### src/rtl/piezo_seq_drv.sv
// Piezo alarm sequencer: arbitrates ovr/batt/moving requests
// and plays a note/gap cadence as a differential square wave.
module piezo_seq_drv #(
  parameter int DIV_W         = 16,
  parameter int DUR_W         = 24,
  parameter int TONE_HI_HALF  = 12500,
  parameter int TONE_MID_HALF = 16667,
  parameter int TONE_LO_HALF  = 25000,
  parameter int BEEP_ON       = 2500000,
  parameter int BEEP_OFF      = 2500000,
  parameter int CHIRP_GAP     = 100000000
) (
  input  logic       clk,
  input  logic       rst,
  input  logic       ovr_spd,
  input  logic       batt_low,
  input  logic       moving,
  output logic       audio_o,
  output logic       audio_o_n,
  output logic       busy,
  output logic [1:0] mode_o
);

  typedef enum logic [1:0] {
    IDLE = 2'd0,
    NOTE = 2'd1,
    GAP  = 2'd2
  } state_t;

  localparam logic [1:0] M_NONE = 2'd0;
  localparam logic [1:0] M_MOVE = 2'd1;
  localparam logic [1:0] M_BATT = 2'd2;
  localparam logic [1:0] M_OVR  = 2'd3;

  localparam logic [DIV_W-1:0] HI_LAST =
    DIV_W'(TONE_HI_HALF - 1);
  localparam logic [DIV_W-1:0] MID_LAST =
    DIV_W'(TONE_MID_HALF - 1);
  localparam logic [DIV_W-1:0] LO_LAST =
    DIV_W'(TONE_LO_HALF - 1);

  localparam logic [DUR_W-1:0] ON_LAST =
    DUR_W'(BEEP_ON - 1);
  localparam logic [DUR_W-1:0] OVR_GAP_LAST =
    DUR_W'(BEEP_OFF - 1);
  localparam logic [DUR_W-1:0] BATT_GAP_LAST =
    DUR_W'(2 * BEEP_OFF - 1);
  localparam logic [DUR_W-1:0] MOVE_GAP_LAST =
    DUR_W'(CHIRP_GAP - 1);

  state_t           state_q;
  state_t           state_d;
  logic [1:0]       mode_q;
  logic [1:0]       mode_d;
  logic [1:0]       idx_q;
  logic [1:0]       idx_d;
  logic [DUR_W-1:0] dur_q;
  logic [DUR_W-1:0] dur_d;
  logic [DIV_W-1:0] half_q;
  logic [DIV_W-1:0] half_d;
  logic             aud_q;
  logic             aud_d;
  logic             aud_n_q;
  logic             aud_n_d;
  logic             busy_q;
  logic             busy_d;
  logic             drop_q;
  logic             drop_d;

  logic [1:0]       top_req;
  logic             own_req;
  logic [DIV_W-1:0] half_last;
  logic [DUR_W-1:0] gap_last;
  logic             start;
  logic             finish;

  // Highest asserted request by fixed priority.
  always_comb begin
    top_req = M_NONE;
    priority case (1'b1)
      ovr_spd:  top_req = M_OVR;
      batt_low: top_req = M_BATT;
      moving:   top_req = M_MOVE;
      default:  top_req = M_NONE;
    endcase
  end

  // Request, tone and gap length belonging to the active pattern.
  always_comb begin
    own_req   = 1'b0;
    half_last = HI_LAST;
    gap_last  = OVR_GAP_LAST;
    unique case (mode_q)
      M_OVR: begin
        own_req   = ovr_spd;
        half_last = HI_LAST;
        gap_last  = OVR_GAP_LAST;
      end
      M_BATT: begin
        own_req  = batt_low;
        gap_last = BATT_GAP_LAST;
        unique case (idx_q)
          2'd0:    half_last = HI_LAST;
          2'd1:    half_last = MID_LAST;
          default: half_last = LO_LAST;
        endcase
      end
      M_MOVE: begin
        own_req   = moving;
        half_last = LO_LAST;
        gap_last  = MOVE_GAP_LAST;
      end
      default: begin
        own_req   = 1'b0;
        half_last = HI_LAST;
        gap_last  = OVR_GAP_LAST;
      end
    endcase
  end

  // Sequencer next state: arbitration, cadence, tone divider.
  always_comb begin
    state_d = state_q;
    mode_d  = mode_q;
    idx_d   = idx_q;
    dur_d   = dur_q;
    half_d  = half_q;
    aud_d   = aud_q;
    drop_d  = drop_q;
    start   = 1'b0;
    finish  = 1'b0;

    unique case (state_q)
      IDLE: begin
        if (top_req != M_NONE) start = 1'b1;
      end
      NOTE: begin
        if (top_req > mode_q) begin
          start = 1'b1;
        end else if (dur_q == ON_LAST) begin
          if (drop_q || !own_req) begin
            finish = 1'b1;
          end else if (mode_q == M_BATT &&
                       idx_q != 2'd2) begin
            idx_d  = idx_q + 2'd1;
            dur_d  = '0;
            half_d = '0;
            aud_d  = 1'b1;
          end else begin
            state_d = GAP;
            dur_d   = '0;
            half_d  = '0;
            aud_d   = 1'b0;
          end
        end else begin
          dur_d  = dur_q + DUR_W'(1);
          drop_d = drop_q | ~own_req;
          if (half_q == half_last) begin
            half_d = '0;
            aud_d  = ~aud_q;
          end else begin
            half_d = half_q + DIV_W'(1);
          end
        end
      end
      GAP: begin
        if (top_req > mode_q || !own_req) begin
          finish = 1'b1;
        end else if (dur_q == gap_last) begin
          state_d = NOTE;
          idx_d   = '0;
          dur_d   = '0;
          half_d  = '0;
          aud_d   = 1'b1;
          drop_d  = 1'b0;
        end else begin
          dur_d = dur_q + DUR_W'(1);
        end
      end
      default: begin
        state_d = IDLE;
      end
    endcase

    if (finish) begin
      if (top_req != M_NONE) begin
        start = 1'b1;
      end else begin
        state_d = IDLE;
        mode_d  = M_NONE;
        idx_d   = '0;
        dur_d   = '0;
        half_d  = '0;
        aud_d   = 1'b0;
        drop_d  = 1'b0;
      end
    end

    if (start) begin
      state_d = NOTE;
      mode_d  = top_req;
      idx_d   = '0;
      dur_d   = '0;
      half_d  = '0;
      aud_d   = 1'b1;
      drop_d  = 1'b0;
    end
  end

  // Output leg values: differential only while a note sounds.
  always_comb begin
    busy_d  = (state_d != IDLE);
    aud_n_d = (state_d == NOTE) ? ~aud_d : 1'b0;
  end

  // State and registered outputs.
  always_ff @(posedge clk) begin
    if (rst) begin
      state_q <= IDLE;
      mode_q  <= M_NONE;
      idx_q   <= '0;
      dur_q   <= '0;
      half_q  <= '0;
      aud_q   <= 1'b0;
      aud_n_q <= 1'b0;
      busy_q  <= 1'b0;
      drop_q  <= 1'b0;
    end else begin
      state_q <= state_d;
      mode_q  <= mode_d;
      idx_q   <= idx_d;
      dur_q   <= dur_d;
      half_q  <= half_d;
      aud_q   <= aud_d;
      aud_n_q <= aud_n_d;
      busy_q  <= busy_d;
      drop_q  <= drop_d;
    end
  end

  assign audio_o   = aud_q;
  assign audio_o_n = aud_n_q;
  assign busy      = busy_q;
  assign mode_o    = mode_q;

endmodule

### config.mk
export PLATFORM = sky130hd
export DESIGN_NAME = piezo_seq_drv
export DESIGN_NICKNAME = d
export VERILOG_FILES = /design/src/rtl/piezo_seq_drv.sv
export SDC_FILE = /design/constraint.sdc
export NUM_CORES = 1
export LEC_CHECK = 0
export BUFFER_PORTS_ARGS = -buffer_cell sky130_fd_sc_hd__buf_2
export CAP_MARGIN = 40
export CORE_ASPECT_RATIO = 0.5
export CORE_UTILIZATION = 64
export DETAILED_ROUTE_END_ITERATION = 10
export PLACE_DENSITY = 0.81
export RECOVER_POWER = 100
export SYNTH_ARGS = -nofsm -noshare
export SYNTH_HDL_FRONTEND = slang
export SYNTH_SLANG_ARGS = --single-unit
### constraint.sdc
create_clock -name clk -period 4.05 [get_ports clk]
set_input_delay 0.405 -clock clk [delete_from_list [all_inputs] [get_ports clk]]
set_output_delay 0.405 -clock clk [all_outputs]
set_load 0.02 [all_outputs]
==> results.txt <==
After synthesis, the mean cell area works out to 7.33 µm². The largest vdd supply drop is 165 µV. Counting every sink on the clock net gives 50. The share of the clock period used by the worst path came out at 0.887. The number of optimization iterations in the first detailed-route pass is 6. The total routed wirelength is 12800 µm. After synthesis the netlist holds a flip-flop and latch count of 50. In the synthesized netlist the dominant register cell turns out to be sky130_fd_sc_hd__dfxtp_1. The first-pass GRT wire length is 20100 µm. Pin placement for this block handled 10 I/O pins. The number of flops mapped to enable cells by yosys came out at 0. From left edge to right edge, the die measures 116 µm.

The shortest period the worst path allows came out at 3590 ps. The number of inserted diodes is 0. The min-delay analysis places its worst path in the category input port to flip-flop. The maximum fanout along the worst path is 11. The area of the core came out at 6210 µm². The critical path is of the flip-flop to flip-flop type. The pin count of the biggest net entering global routing is 23.

The placer congestion estimate came out at 0.956. The clock insertion delay at the later pin of the skew report came out at 310 ps. The number of gates resized after cts came out at 0. In this run the post-CTS setup repair buffer count came out at 0. Once routing completed, OpenROAD measured the worst setup slack at 456 ps.

The initial antenna violation count came out at 0. After floorplanning, the core was divided into 20 placement rows. Global routing finished with a remaining overflow of 0. The startpoint identified for the worst register-to-register timing path is mode_o[0].

STA classifies the critical path startpoint as a flip-flop. The effective utilization at floorplan came out at 0.676. For this run, the register share of the synthesized area comes to 0.239.

The data required time of the worst path came out at 4250 ps. The number of global-route vias before repair was 3990. Using the TritonRoute via totals, the vias-per-cell ratio works out to 7.08. STA classifies the critical path endpoint as a flip-flop. The total net switching power is 494 µW. The detailed router's first-iteration violation count came out at 628. The post-synthesis instance area is 4190 µm².

The count of unique library cells instantiated by Yosys came out at 75. Clock tree synthesis inserted a total of 5 buffers. The path depth of the worst reg2reg path came out at 9. On the worst path, the slowest cell contributes a delay of 600 ps.

The total via count in the routed design is 4672. The final hold violation count is 0. In this run the worst setup path begins at mode_o[0]. The worst-margin pin slew came out at 888 ps.

The library cell contributing the largest single delay on the critical path is sky130_fd_sc_hd__o21ai_0. The clock tree from TritonCTS is done. The reg2reg setup slack is 460 ps.

The net count after synthesis is 596. In this run the tightest slew margin relative to its limit is 0.405. The growth of design area from synthesis to finish is 6.59%. Derived from the worst setup path, the maximum achievable clock frequency is 0.278 GHz. In this run the remaining antenna-violating nets after routing total 0.

The layout net count came out at 595. In the final timing run, aggregate negative setup slack is 0 ps. The final total power is 1410 µW. The number of cells on the worst hold path is 2. The combinational group share of total power is 0.282. The pre-CTS setup slack came out at 624 ps. The number of warning messages in the yosys log is 0. The largest clock skew in the final design is 6.64 ps. The run finished with clean final reports. The startpoint identified for the worst hold timing path is rst.

The final-report max-slew violation count was 0. The final design instance area without fill is 4470 µm². The internal power of the cells totals 913 µW. The power density over the cells came out at 315 nW/µm².

The net switching fraction of the power is 0.351. The HPWL after detailed placement is 9130 µm. The fraction of registers with async set or reset after synthesis came out at 0. The setup-violating endpoint count in the final report came out at 0. The critical path goes through inv_1, ha_1, or4b_1, a211oi_1, nand4_1, o21ai_0, a31oi_1, o21bai_1, a21o_1.

The worst hold path terminates at mode_o[0]. The max-capacitance violation count is 0. Setup repair after global routing left no endpoint under its margin.

Of the total power, the clock network draws 0.355. The number of hold buffers added after CTS was 0. The data arrival time of the critical path is 3800 ps. The maximum count of clock buffers along a single path is 2. The die covers 6900 µm². The leakage power total is 0.00147 µW.

The share of final-layout standard cells stronger than drive strength 1 is 0.0717. The worst register-to-register path ends at half_q[10]. The root buffer cell is sky130_fd_sc_hd__clkbuf_16.

The die height is 59.2 µm. The global-route total usage across every layer came out at 0.391. Counting the fill cells in the layout gives 535.

In the final routed layout, each cell accounts on average for 19.3 µm. CTS built an H-tree with a depth of 2. The part of the power in registers came out at 0.362. The clock input transition at the sequential cells of the worst setup and hold paths is 70 ps. Input and output buffers added on the ports amount to 9. The count of mapped cells out of synthesis came out at 572. Summing all placed instances gives a cell area of 4340 µm². The worst hold slack across all endpoints is 358 ps. The DRC violation count after routing came out at 0.
==> critical path, delay by kind of cell, from the launching register on <==
family          cells  cell delay [ps]
compound gates      5             1750
simple gates        2              820
buf+inv             1              130
flops               1              470
fa+ha+maj           1              310
==> cells in the final DEF, fill, tap and decap left out, types with 6 or more instances in the layout <==
| cell | count |
|---|---|
| sky130_fd_sc_hd__and2_1 | 8 |
| sky130_fd_sc_hd__nor2_1 | 41 |
| sky130_fd_sc_hd__or3_1 | 7 |
| sky130_fd_sc_hd__nand2_1 | 53 |
| sky130_fd_sc_hd__clkbuf_1 | 8 |
| sky130_fd_sc_hd__o211ai_1 | 6 |
| sky130_fd_sc_hd__nand3_1 | 30 |
| sky130_fd_sc_hd__dfxtp_1 | 50 |
| sky130_fd_sc_hd__o21ai_0 | 48 |
| sky130_fd_sc_hd__nand4_1 | 14 |
| sky130_fd_sc_hd__nor3_1 | 19 |
| sky130_fd_sc_hd__nor3b_1 | 7 |
| sky130_fd_sc_hd__buf_4 | 16 |
| sky130_fd_sc_hd__nor2b_1 | 6 |
| sky130_fd_sc_hd__nand4b_1 | 6 |
| sky130_fd_sc_hd__o31ai_1 | 7 |
| sky130_fd_sc_hd__ha_1 | 19 |
| sky130_fd_sc_hd__a21oi_1 | 34 |
| sky130_fd_sc_hd__inv_1 | 24 |
| sky130_fd_sc_hd__and3_1 | 10 |
| sky130_fd_sc_hd__nor4_1 | 17 |
| sky130_fd_sc_hd__a31oi_1 | 13 |
==> cells by family (layout without fill, tap and decap cells) <==
| logic type | after synthesis | count (layout) | share of synthesized area |
|---|---|---|---|
| compound gates | 187 | 187 | 0.308 |
| xor+xnor | 2 | 2 | 0.00418 |
| fa+ha+maj | 19 | 19 | 0.0567 |
| buf+inv | 61 | 61 | 0.0597 |
| flops | 50 | 50 | 0.239 |
| mux | 2 | 2 | 0.00477 |
| simple gates | 251 | 251 | 0.328 |
==> flip-flops by register name, indices dropped and copies added (netlist names) <==
register and count:
mode_o 2, state_q 2, half_q 16, drop_q 1, idx_q 2, dur_q 24, audio_o 1, audio_o_n 1
busy 1
==> layer usage <==
| metal | GRT usage | up-vias | wire [µm] |
|---|---|---|---|
| met3 | 0.117 | 38 | 1660 |
| met5 | 0 | - | 0 |
| met1 | 0.535 | 2164 | 5630 |
| met2 | 0.577 | 278 | 5150 |
| met4 | 0.154 | 0 | 328 |
| li1 | - | 2192 | - |
==> cell type report <==
type	count	area, µm²	area share
clock inverters	3	45.0	0.0101
multi-input cells	461	2930	0.654
inverters	25	93.8	0.0210
well taps	88	110	0.0246
clock buffers	5	125	0.0280
repair buffers	28	170	0.0381
flip-flops and latches	50	1000	0.224
==> Yosys cell counts, types with 6 or more instances <==
master / n / area share
sky130_fd_sc_hd__buf_2: 9 / 0.011
sky130_fd_sc_hd__clkbuf_1: 21 / 0.019
sky130_fd_sc_hd__o211ai_1: 6 / 0.011
sky130_fd_sc_hd__nor3_1: 19 / 0.023
sky130_fd_sc_hd__a31oi_1: 13 / 0.019
sky130_fd_sc_hd__nor3b_1: 8 / 0.014
sky130_fd_sc_hd__nand2_1: 53 / 0.047
sky130_fd_sc_hd__nand4b_1: 6 / 0.013
sky130_fd_sc_hd__o31ai_1: 7 / 0.013
sky130_fd_sc_hd__nand3_1: 30 / 0.036
sky130_fd_sc_hd__nor2b_1: 6 / 0.0090
sky130_fd_sc_hd__or3_1: 7 / 0.010
sky130_fd_sc_hd__a21oi_1: 34 / 0.041
sky130_fd_sc_hd__o21ai_0: 44 / 0.053
sky130_fd_sc_hd__and2_1: 8 / 0.012
sky130_fd_sc_hd__nor4_1: 17 / 0.025
sky130_fd_sc_hd__and3_1: 10 / 0.015
sky130_fd_sc_hd__o21ai_1: 7 / 0.0084
sky130_fd_sc_hd__ha_1: 19 / 0.057
sky130_fd_sc_hd__inv_1: 24 / 0.021
sky130_fd_sc_hd__nor2_1: 41 / 0.037
sky130_fd_sc_hd__dfxtp_1: 50 / 0.24
sky130_fd_sc_hd__nand4_1: 14 / 0.021
==> power groups by stage <==
stage	Clock [µW]	Sequential, µW	Combinational (µW)
detailed placement	0	520	382
global route	517	511	421
finish	500	510	397
CTS	503	509	384
floorplan	0	526	245
global placement	0	520	378
==> worst max path at each step <==
stage          slack [ps]    endpoint  depth (start not counted)
2_1_floorplan        1060    dur_q[8]                          9
3_3_place_gp          660   half_q[5]                         11
3_5_place_dp          620   half_q[5]                         11
4_1_cts               700  half_q[10]                          9
5_1_grt               210  half_q[12]                          9
6_report              460  half_q[10]                          9
==> per-stage QoR <==
step | std cells | utilization
2_1_floorplan | 572 | -
5_1_grt | 660 | 0.720
4_1_cts | 660 | 0.727
3_3_place_gp | 652 | 0.699
6_report | 660 | 0.720
3_5_place_dp | 652 | 0.699
No activity file was read; power rests on OpenSTA's default activity.
